File: src/rtl/mips_multicycle_ctrl_if.sv
// mips_multicycle_ctrl_if
//   Bundles the signals between the multi-cycle control unit and the MIPS
//   datapath.
//
//   Datapath -> control (status):
//     opcode[5:0]      Instruction[31:26] from the instruction register
//     funct[5:0]       Instruction[5:0]
//     zero             ALU zero flag
//     mem_ready        memory access completes this cycle
//   Control -> datapath (control):
//     pc_en, ir_write, i_or_d, mem_write, reg_write, reg_dst, mem_to_reg,
//     alu_src_a, alu_src_b[1:0], alu_control[2:0], pc_src[1:0]
//   Control -> observers:
//     instr_done       one-cycle pulse on the last cycle of each instruction
//     illegal_op       one-cycle pulse in DECODE for an unsupported encoding
//
//   Modports: master = control unit, slave = datapath.
//   Handshake: mem_ready is a plain "access complete this cycle" strobe. The
//   control unit holds its memory-side outputs stable in a wait state and
//   advances on the rising edge at which mem_ready is sampled high.
interface mips_multicycle_ctrl_if;
  logic [5:0] opcode;
  logic [5:0] funct;
  logic       zero;
  logic       mem_ready;

  logic       pc_en;
  logic       ir_write;
  logic       i_or_d;
  logic       mem_write;
  logic       reg_write;
  logic       reg_dst;
  logic       mem_to_reg;
  logic       alu_src_a;
  logic [1:0] alu_src_b;
  logic [2:0] alu_control;
  logic [1:0] pc_src;
  logic       instr_done;
  logic       illegal_op;

  modport master (
    input  opcode, funct, zero, mem_ready,
    output pc_en, ir_write, i_or_d, mem_write, reg_write, reg_dst,
           mem_to_reg, alu_src_a, alu_src_b, alu_control, pc_src,
           instr_done, illegal_op
  );

  modport slave (
    output opcode, funct, zero, mem_ready,
    input  pc_en, ir_write, i_or_d, mem_write, reg_write, reg_dst,
           mem_to_reg, alu_src_a, alu_src_b, alu_control, pc_src,
           instr_done, illegal_op
  );
endinterface

File: src/rtl/mips_multicycle_ctrl.sv
// mips_multicycle_ctrl
//   Moore-style multi-cycle control unit for the MIPS datapath. Sequences
//   FETCH -> DECODE -> (MEMADR/EXECUTE/BRANCH/ADDIEX/JUMP) -> ... -> FETCH,
//   driving ALU operation, enables and mux selects from the state register
//   plus opcode/funct/zero/mem_ready. Nothing but the state is registered.
//
//   Ports:
//     clk        clock, rising edge
//     reset      asynchronous, active-high; forces FETCH and masks all enables
//     bus        mips_multicycle_ctrl_if.master (status in, control out)
//     dbgState   current state encoding, for observation only
//
//   Parameters:
//     WAIT_EN_DEFAULT  1: honour mem_ready; 0: treat mem_ready as always 1
//
//   Build option:
//     MC_CTRL_JUMP_EN  when defined, opcode 000010 (j) executes via the JUMP
//                      state; otherwise it is decoded as illegal.
module mips_multicycle_ctrl #(
  parameter bit WAIT_EN_DEFAULT = 1'b1
) (
  input  logic                         clk,
  input  logic                         reset,
  mips_multicycle_ctrl_if.master       bus,
  output logic [3:0]                   dbgState
);

  typedef enum logic [3:0] {
    S_FETCH    = 4'd0,
    S_DECODE   = 4'd1,
    S_MEMADR   = 4'd2,
    S_MEMREAD  = 4'd3,
    S_MEMWB    = 4'd4,
    S_MEMWRITE = 4'd5,
    S_EXECUTE  = 4'd6,
    S_ALUWB    = 4'd7,
    S_BRANCH   = 4'd8,
    S_ADDIEX   = 4'd9,
    S_ADDIWB   = 4'd10
`ifdef MC_CTRL_JUMP_EN
    ,
    S_JUMP     = 4'd11
`endif
  } ctrlState_t;

  localparam logic [5:0] OP_RTYPE = 6'b000000;
  localparam logic [5:0] OP_LW    = 6'b100011;
  localparam logic [5:0] OP_SW    = 6'b101011;
  localparam logic [5:0] OP_BEQ   = 6'b000100;
  localparam logic [5:0] OP_ADDI  = 6'b001000;
`ifdef MC_CTRL_JUMP_EN
  localparam logic [5:0] OP_J     = 6'b000010;
`endif

  localparam logic [5:0] FN_ADD = 6'b100000;
  localparam logic [5:0] FN_SUB = 6'b100010;
  localparam logic [5:0] FN_AND = 6'b100100;
  localparam logic [5:0] FN_OR  = 6'b100101;
  localparam logic [5:0] FN_SLT = 6'b101010;

  localparam logic [2:0] ALU_ADD = 3'b010;
  localparam logic [2:0] ALU_SUB = 3'b110;
  localparam logic [2:0] ALU_AND = 3'b000;
  localparam logic [2:0] ALU_OR  = 3'b001;
  localparam logic [2:0] ALU_SLT = 3'b111;

  ctrlState_t state, nextState;

  logic       memReady;
  logic       functOk;
  logic [2:0] functAlu;

  // Raw (ungated) control values from the FSM decode.
  logic       pcEn, irWrite, iOrD, memWrite, regWrite, regDst, memToReg;
  logic       aluSrcA;
  logic [1:0] aluSrcB;
  logic [2:0] aluControl;
  logic [1:0] pcSrc;
  logic       instrDone, illegalOp;

  assign memReady = WAIT_EN_DEFAULT ? bus.mem_ready : 1'b1;

  // R-type funct decode, shared by DECODE (legality) and EXECUTE (ALU op).
  always_comb begin
    functOk  = 1'b1;
    functAlu = ALU_ADD;
    case (bus.funct)
      FN_ADD:  functAlu = ALU_ADD;
      FN_SUB:  functAlu = ALU_SUB;
      FN_AND:  functAlu = ALU_AND;
      FN_OR:   functAlu = ALU_OR;
      FN_SLT:  functAlu = ALU_SLT;
      default: functOk  = 1'b0;
    endcase
  end

  always_ff @(posedge clk or posedge reset) begin
    if (reset) state <= S_FETCH;
    else       state <= nextState;
  end

  always_comb begin
    nextState  = state;
    pcEn       = 1'b0;
    irWrite    = 1'b0;
    iOrD       = 1'b0;
    memWrite   = 1'b0;
    regWrite   = 1'b0;
    regDst     = 1'b0;
    memToReg   = 1'b0;
    aluSrcA    = 1'b0;
    aluSrcB    = 2'b00;
    aluControl = ALU_ADD;
    pcSrc      = 2'b00;
    instrDone  = 1'b0;
    illegalOp  = 1'b0;

    case (state)
      S_FETCH: begin
        // PC+1 through the ALU; IR and PC load only when the fetch completes.
        aluSrcB = 2'b01;
        irWrite = memReady;
        pcEn    = memReady;
        if (memReady) nextState = S_DECODE;
      end

      S_DECODE: begin
        // Precompute the branch target PC+1+SignImm into ALUOut.
        aluSrcB = 2'b10;
        case (bus.opcode)
          OP_LW, OP_SW: nextState = S_MEMADR;
          OP_BEQ:       nextState = S_BRANCH;
          OP_ADDI:      nextState = S_ADDIEX;
`ifdef MC_CTRL_JUMP_EN
          OP_J:         nextState = S_JUMP;
`endif
          OP_RTYPE: begin
            if (functOk) begin
              nextState = S_EXECUTE;
            end else begin
              illegalOp = 1'b1;
              instrDone = 1'b1;
              nextState = S_FETCH;
            end
          end
          default: begin
            // PC already advanced in FETCH, so the instruction is skipped.
            illegalOp = 1'b1;
            instrDone = 1'b1;
            nextState = S_FETCH;
          end
        endcase
      end

      S_MEMADR: begin
        aluSrcA   = 1'b1;
        aluSrcB   = 2'b10;
        nextState = (bus.opcode == OP_SW) ? S_MEMWRITE : S_MEMREAD;
      end

      S_MEMREAD: begin
        iOrD = 1'b1;
        if (memReady) nextState = S_MEMWB;
      end

      S_MEMWB: begin
        regWrite  = 1'b1;
        memToReg  = 1'b1;
        instrDone = 1'b1;
        nextState = S_FETCH;
      end

      S_MEMWRITE: begin
        // mem_write is held across wait cycles; the store completes on ready.
        iOrD      = 1'b1;
        memWrite  = 1'b1;
        instrDone = memReady;
        if (memReady) nextState = S_FETCH;
      end

      S_EXECUTE: begin
        aluSrcA    = 1'b1;
        aluControl = functAlu;
        nextState  = S_ALUWB;
      end

      S_ALUWB: begin
        regWrite  = 1'b1;
        regDst    = 1'b1;
        instrDone = 1'b1;
        nextState = S_FETCH;
      end

      S_BRANCH: begin
        aluSrcA    = 1'b1;
        aluControl = ALU_SUB;
        pcSrc      = 2'b01;
        pcEn       = bus.zero;
        instrDone  = 1'b1;
        nextState  = S_FETCH;
      end

      S_ADDIEX: begin
        aluSrcA   = 1'b1;
        aluSrcB   = 2'b10;
        nextState = S_ADDIWB;
      end

      S_ADDIWB: begin
        regWrite  = 1'b1;
        instrDone = 1'b1;
        nextState = S_FETCH;
      end

`ifdef MC_CTRL_JUMP_EN
      S_JUMP: begin
        pcSrc     = 2'b10;
        pcEn      = 1'b1;
        instrDone = 1'b1;
        nextState = S_FETCH;
      end
`endif

      default: nextState = S_FETCH;
    endcase
  end

  // Enables and pulses are masked while reset is high so that an aborted
  // instruction cannot leave a partial write; selects need no masking since
  // reset already holds the state in FETCH.
  assign bus.pc_en       = pcEn      & ~reset;
  assign bus.ir_write    = irWrite   & ~reset;
  assign bus.mem_write   = memWrite  & ~reset;
  assign bus.reg_write   = regWrite  & ~reset;
  assign bus.instr_done  = instrDone & ~reset;
  assign bus.illegal_op  = illegalOp & ~reset;
  assign bus.i_or_d      = iOrD;
  assign bus.reg_dst     = regDst;
  assign bus.mem_to_reg  = memToReg;
  assign bus.alu_src_a   = aluSrcA;
  assign bus.alu_src_b   = aluSrcB;
  assign bus.alu_control = aluControl;
  assign bus.pc_src      = pcSrc;

  assign dbgState = state;

endmodule

File: src/flat_wrapper.sv
// flat-port wrapper written by rule: the top's interface ports become plain ports
module mips_multicycle_ctrl_flat 
#(
  parameter bit WAIT_EN_DEFAULT = 1'b1
)
  (clk, reset, dbgState, bus_opcode, bus_funct, bus_zero, bus_mem_ready, bus_pc_en, bus_ir_write, bus_i_or_d, bus_mem_write, bus_reg_write, bus_reg_dst, bus_mem_to_reg, bus_alu_src_a, bus_alu_src_b, bus_alu_control, bus_pc_src, bus_instr_done, bus_illegal_op);
  mips_multicycle_ctrl_if bus_i ();
  input  logic clk;
  input  logic reset;
  output logic [3:0] dbgState;
  input wire logic [$bits(bus_i.opcode)-1:0] bus_opcode;
  input wire logic [$bits(bus_i.funct)-1:0] bus_funct;
  input wire logic [$bits(bus_i.zero)-1:0] bus_zero;
  input wire logic [$bits(bus_i.mem_ready)-1:0] bus_mem_ready;
  output wire logic [$bits(bus_i.pc_en)-1:0] bus_pc_en;
  output wire logic [$bits(bus_i.ir_write)-1:0] bus_ir_write;
  output wire logic [$bits(bus_i.i_or_d)-1:0] bus_i_or_d;
  output wire logic [$bits(bus_i.mem_write)-1:0] bus_mem_write;
  output wire logic [$bits(bus_i.reg_write)-1:0] bus_reg_write;
  output wire logic [$bits(bus_i.reg_dst)-1:0] bus_reg_dst;
  output wire logic [$bits(bus_i.mem_to_reg)-1:0] bus_mem_to_reg;
  output wire logic [$bits(bus_i.alu_src_a)-1:0] bus_alu_src_a;
  output wire logic [$bits(bus_i.alu_src_b)-1:0] bus_alu_src_b;
  output wire logic [$bits(bus_i.alu_control)-1:0] bus_alu_control;
  output wire logic [$bits(bus_i.pc_src)-1:0] bus_pc_src;
  output wire logic [$bits(bus_i.instr_done)-1:0] bus_instr_done;
  output wire logic [$bits(bus_i.illegal_op)-1:0] bus_illegal_op;
  assign bus_i.opcode = bus_opcode;
  assign bus_i.funct = bus_funct;
  assign bus_i.zero = bus_zero;
  assign bus_i.mem_ready = bus_mem_ready;
  assign bus_pc_en = bus_i.pc_en;
  assign bus_ir_write = bus_i.ir_write;
  assign bus_i_or_d = bus_i.i_or_d;
  assign bus_mem_write = bus_i.mem_write;
  assign bus_reg_write = bus_i.reg_write;
  assign bus_reg_dst = bus_i.reg_dst;
  assign bus_mem_to_reg = bus_i.mem_to_reg;
  assign bus_alu_src_a = bus_i.alu_src_a;
  assign bus_alu_src_b = bus_i.alu_src_b;
  assign bus_alu_control = bus_i.alu_control;
  assign bus_pc_src = bus_i.pc_src;
  assign bus_instr_done = bus_i.instr_done;
  assign bus_illegal_op = bus_i.illegal_op;
  mips_multicycle_ctrl #(.WAIT_EN_DEFAULT(WAIT_EN_DEFAULT)) u_core (.clk(clk), .reset(reset), .bus(bus_i), .dbgState(dbgState));
endmodule
File: config.mk
export PLATFORM = sky130hd
export DESIGN_NAME = mips_multicycle_ctrl_flat
export DESIGN_NICKNAME = d
export VERILOG_FILES = /design/src/rtl/mips_multicycle_ctrl_if.sv /design/src/rtl/mips_multicycle_ctrl.sv /design/src/flat_wrapper.sv
export SDC_FILE = /design/constraint.sdc
export NUM_CORES = 1
export LEC_CHECK = 0
export ABC_CLOCK_PERIOD_IN_PS = 2600
export BUFFER_PORTS_ARGS = -buffer_cell sky130_fd_sc_hd__buf_2
export CORE_MARGIN = 4
export CORE_UTILIZATION = 48
export CTS_BUF_LIST = sky130_fd_sc_hd__clkbuf_2 sky130_fd_sc_hd__clkbuf_4 sky130_fd_sc_hd__clkbuf_8
export CTS_CLUSTER_DIAMETER = 60
export CTS_CLUSTER_SIZE = 28
export DETAILED_ROUTE_END_ITERATION = 10
export PLACE_DENSITY = 0.95
export SETUP_SLACK_MARGIN = 0.02
export SLEW_MARGIN = 20
export SYNTH_ARGS = -nofsm -noshare
export SYNTH_HDL_FRONTEND = slang
export SYNTH_SLANG_ARGS = --single-unit
File: constraint.sdc
create_clock -name clk -period 2.6 [get_ports clk]
set_input_delay 0.13 -clock clk [delete_from_list [all_inputs] [get_ports clk]]
set_output_delay 0.13 -clock clk [all_outputs]
set_load 0.1 [all_outputs]
[Yosys cells after proc, flatten, opt, wreduce, memory -nomap -nowiden]
Index checks and enable logic that the tools add are counted.
Widths: inputs -> output; s select.
Word-level totals
  flip-flop bits (word level): 4
  input bits: 16
  word-level logic and storage cells: 65
  output and inout bits: 21
Cells by class
  equal/unequal tests: 22
  multiplexer cells: 24
  reduce and logical (&&, ||, !) cells: 11
  bitwise logic cells: 7
Operator list (count)
  $eq 6x6->1 const B: 7
  $pmux 4 s7: 1
  $eq 4x3->1 const B: 4
  $pmux 4 s4: 1
  $eq 4x4->1 const B: 3
  $mux 4: 3
  $pmux 3 s4: 1
  $reduce_or 4->1: 3
  $mux 1: 11
  $eq 4x2->1 const B: 2
  $and 1x1->1: 6
  $eq 6x3->1 const B: 1
  $eq 6x4->1 const B: 1
  $logic_not 6->1: 1
  $mux 3: 2
  $ne 2x2->1 const B: 3
  $pmux 3 s2: 1
  $reduce_or 3->1: 2
  $reduce_or 5->1: 1
  $eq 4x1->1 const B: 1
  $logic_not 4->1: 1
  $pmux 1 s2: 2
  $pmux 2 s2: 1
  $reduce_or 2->1: 2
  other kinds (3): 3

[Longest topological paths before layout]
  depth in word-level cells: 7
  mapped depth: 5
  mapped depth without buffers: 4

[Worst setup path before layout]
No wires, ideal clock.
  kind: register to output
  from: register u_core.state[3] (netlist: u_core.dbgState[3])
  to: output bus_pc_en
  setup slack: -2.126 ns
  stages on the path, launching flop included: 5
  buffers on the path: 2
  arrival: 4.596 ns
  required time: 2.470 ns
  cells stage by stage: dfrtp_1 > buf_2 > buf_2 > mux2i_1 > nor4b_1
Between the ends
  cells in the longest elaborated chain, start to end: 3
  elaborated cells on any way between the ends: 4
  classes of those cells: 1 x eq/ne; 1 x mux; 1 x bitwise; 1 x reduce/logical
Ends and longest elaborated chain
  start: declaration: line mips_multicycle_ctrl.sv:67  | ctrlState_t state, nextState;
  start signal: assignment: line mips_multicycle_ctrl.sv:99  | else state <= nextState;
  $eq 4x4->1 / $logic_not 4->1 (equally long branches): line mips_multicycle_ctrl.sv:118  | case (state)
  $pmux 1 s2 (*): line mips_multicycle_ctrl.sv:118
  $and 1x1->1 (*): line mips_multicycle_ctrl.sv:231  | assign bus.pc_en = pcEn & ~reset;
  end: declaration: line flat_wrapper.sv:15  | output wire logic [$bits(bus_i.pc_en)-1:0] bus_pc_en;
Mark *: on every way between the ends. The rest lies on a longest branch, timed or not.

[Worst setup path after layout]
  from: register u_core.state[0] (netlist: u_core.dbgState[0])
  to: output bus_alu_control[2]
Between the ends
  cells in the longest elaborated chain, start to end: 2
  elaborated cells on any way between the ends: 3
  classes of those cells: 2 x eq/ne; 1 x mux
Ends and longest elaborated chain
  $eq 4x4->1 / $eq 4x3->1 (equally long branches): line mips_multicycle_ctrl.sv:118
  $pmux 3 s2 (*): line mips_multicycle_ctrl.sv:118
  end: declaration: line flat_wrapper.sv:24  | output wire logic [$bits(bus_i.alu_control)-1:0] bus_alu_control;
Marked as above.

==> summary.md <==
| Metric | Value |
|---|---|
| Placed cells | `131` |
| # rows | `13` |
| Core area | `1300 um2` |
| Status | `finished, final reports clean` |
| Worst path bufs/invs | `1` |
| Critical Path Max Stage Delay | `0.56 ns` |
| Avg Cell Area, Syn | `7.49 um2` |
| Crit path time final | `2.19 ns` |
| WL/cell | `14.6 um` |
| Worst r2r src | `u_core.dbgState[2]$_DFFE_PP0P_` |
| Number of CTS-inserted buffers | `3` |
| Die Span Y | `45.1 um` |
| Port buffer count | `35` |
| DR iter-0 viols | `33` |
| Non-Filler Instances | `135` |
| Top Ports | `37` |
| R2r setup slk | `1.05 ns` |
| CTS tree | `yes` |
| Die area | `2030 um2` |
| Crit share post-route | `84.3%` |
| EDFF count, synth | `0` |
| Unrepaired setup endpoints after global routing | `false` |
| Reported leakage power | `0.447 nW` |
| Initial DRT Pass Iterations | `6` |
| Clock skew | `0.00497 ns` |
| Syn. warnings | `0` |
| DP HPWL | `1.61 mm` |
| Worst-path clk slew | `0.04 ns` |
| Post-CTS Setup Bufs | `0` |
| Setup crit end kind | `primary output` |
| Diodes inserted | `0` |
| Maxcap violations | `0` |
| H-tree lvl count | `1` |
| Number of global-route vias before repair | `732` |
| ANT nets after route | `0` |
| Largest register FFs | `4` |
| Crit path cell chain | `nand2b_4 -> nor2_1 -> nand3_1 -> o21bai_4 -> buf_2` |
| Post-synth net total | `104` |
| Synth-to-layout area growth | `46.1%` |
| Cts repair resizes | `0` |
| Maximum fanout along the worst path | `12` |
| Final-stage net count | `138` |
| Via count | `817` |
| Hold Crit Start | `bus_opcode[4]` |
| DRC | `0` |
| Post-synthesis cell count | `88` |
| Util after Layout | `74.0%` |
| Largest net degree at the start of global routing | `20` |
| Hold buffer count at CTS | `1` |
| Clk buf depth | `2` |
| Startpoint Class | `flop` |
| Vias per cell | `6.05` |
| Die width | `45.1 um` |
| Initial Util | `50.7%` |
| CP required | `2.47 ns` |
| Layout cells sized above 1 | `53.3%` |
| CP max stage cell | `dfrtp_4` |
| Yosys cell types | `45` |
| GRT Total Usage | `21.7%` |
| WP data arrival | `2.06 ns` |
| Final number of hold-violating endpoints | `0` |
| Initial antenna violation count | `0` |
| Maximum VDD drop | `0.581 mV` |
| Clock sinks | `4` |
| R2R cell count | `4` |
| Top_reg_cell synth | `dfrtp_1` |
| RR Endpoint | `u_core.dbgState[2]$_DFFE_PP0P_` |
| Hold depth | `4` |
| Critical path depth | `5` |
| Hold slack | `0.296 ns` |
| Sequential area share after synthesis | `15.2%` |
| Gpl congestion | `0.874` |
| Worst skew pair latency | `0.24 ns` |
| Max-slew violations | `0` |
| First-pass GRT wire length | `3.24 mm` |
| Most common cell after layout, fill and taps aside | `buf_2` |
| Async SR Flop Fraction | `100%` |
| Root buffer cell | `clkbuf_4` |
| Top Family by Delay on Critical Path | `simple AND/OR/NAND/NOR gates` |
| Setup-failing EPs final | `0` |
| #FFs+latches synth | `4` |
| PD cells | `1250 nW/um2` |
| Total Routed Length | `1.97 mm` |
| Most frequent cells in the layout | `35 x buf_2, 6 x nor2_1, 6 x nand2_1, 4 x inv_1` |
| Worst Hold End | `u_core.dbgState[3]$_DFFE_PP0P_` |
| Crit Path Category | `flop to primary output` |
| Min-delay worst type | `input pin to flop` |
| Max Freq | `456 MHz` |
| Grt total ovfl | `0` |
| Synthesized area | `659 um2` |
[logic make-up after synthesis]
| family | count (synthesis) | share of synthesized area (%) |
|---|---|---|
| xor+xnor | 2 | 2.66 |
| mux | 2 | 3.04 |
| flops | 4 | 15.2 |
| compound gates | 17 | 18.6 |
| other cells | 1 | 0.569 |
| buf+inv | 12 | 9.87 |
| simple gates | 50 | 50.1 |
[where the power goes]
group          leakage, nW  switching (mW)  total (mW)  internal [mW]
registers           0.0474           0.100       0.188         0.0873
logic                0.386           0.737       0.943          0.207
clock network       0.0138          0.0251      0.0767         0.0516
total                0.447           0.862        1.21          0.346
[tightest hold or removal path, cell delays in order]
cell and delay (ns):
buf_2 0.12, nor4_1 0.07, a21oi_1 0.12, nor3_1 0.05
[synthesized netlist by cell type, types with 3 or more instances]
master    count  area, um2
nor2_1        8       30.0
nand4_1       3       18.8
buf_2         4       20.0
nand2_1       6       22.5
nand2b_1      3       18.8
nor4_1        3       18.8
nor2b_1       3       18.8
nor4b_1       3       26.3
nor3_1        5       25.0
inv_1         4       15.0
dfrtp_1       4        100
a21oi_1       3       15.0
[worst max path at each step]
stage / startpoint / to / slack [ns]
2_1_floorplan: u_core.dbgState[0]$_DFFE_PP0P_ / bus_instr_done / -0.23
3_3_place_gp: u_core.dbgState[0]$_DFFE_PP0P_ / bus_alu_control[2] / 0.67
3_5_place_dp: u_core.dbgState[0]$_DFFE_PP0P_ / bus_alu_control[2] / 0.66
4_1_cts: u_core.dbgState[0]$_DFFE_PP0P_ / bus_alu_control[2] / 0.41
5_1_grt: u_core.dbgState[3]$_DFFE_PP0P_ / bus_instr_done / 0.31
6_report: u_core.dbgState[0]$_DFFE_PP0P_ / bus_alu_control[2] / 0.41
[metrics by stage]
step                instance area, um2  setup WS, ns  power [mW]  setup TNS (ns)
finish                             963         0.408        1.21               0
global route                       963         0.311        1.26               0
CTS                                963         0.407        1.21               0
detailed placement                 931         0.657        1.13               0
global placement                   931         0.671        1.12               0
floorplan                          791        -0.226        1.02          -0.226
[routing by layer]
metal,up-vias,wire (um),track usage (%)
li1,389,-,-
met1,373,737,25.6
met2,51,1040,39.3
met3,4,174,3.59
met4,0,14,7.02
met5,-,0,0
[area by class of cell]
| type | count | area (um2) |
|---|---|---|
| sequential | 4 | 108 |
| tap | 15 | 18.8 |
| timing repair buffer | 36 | 185 |
| multi-input combinational | 72 | 611 |
| inverter | 5 | 18.8 |
| clock buffer | 3 | 22.5 |
| fill | 107 | 338 |
No activity file was read; power rests on OpenSTA's default activity.
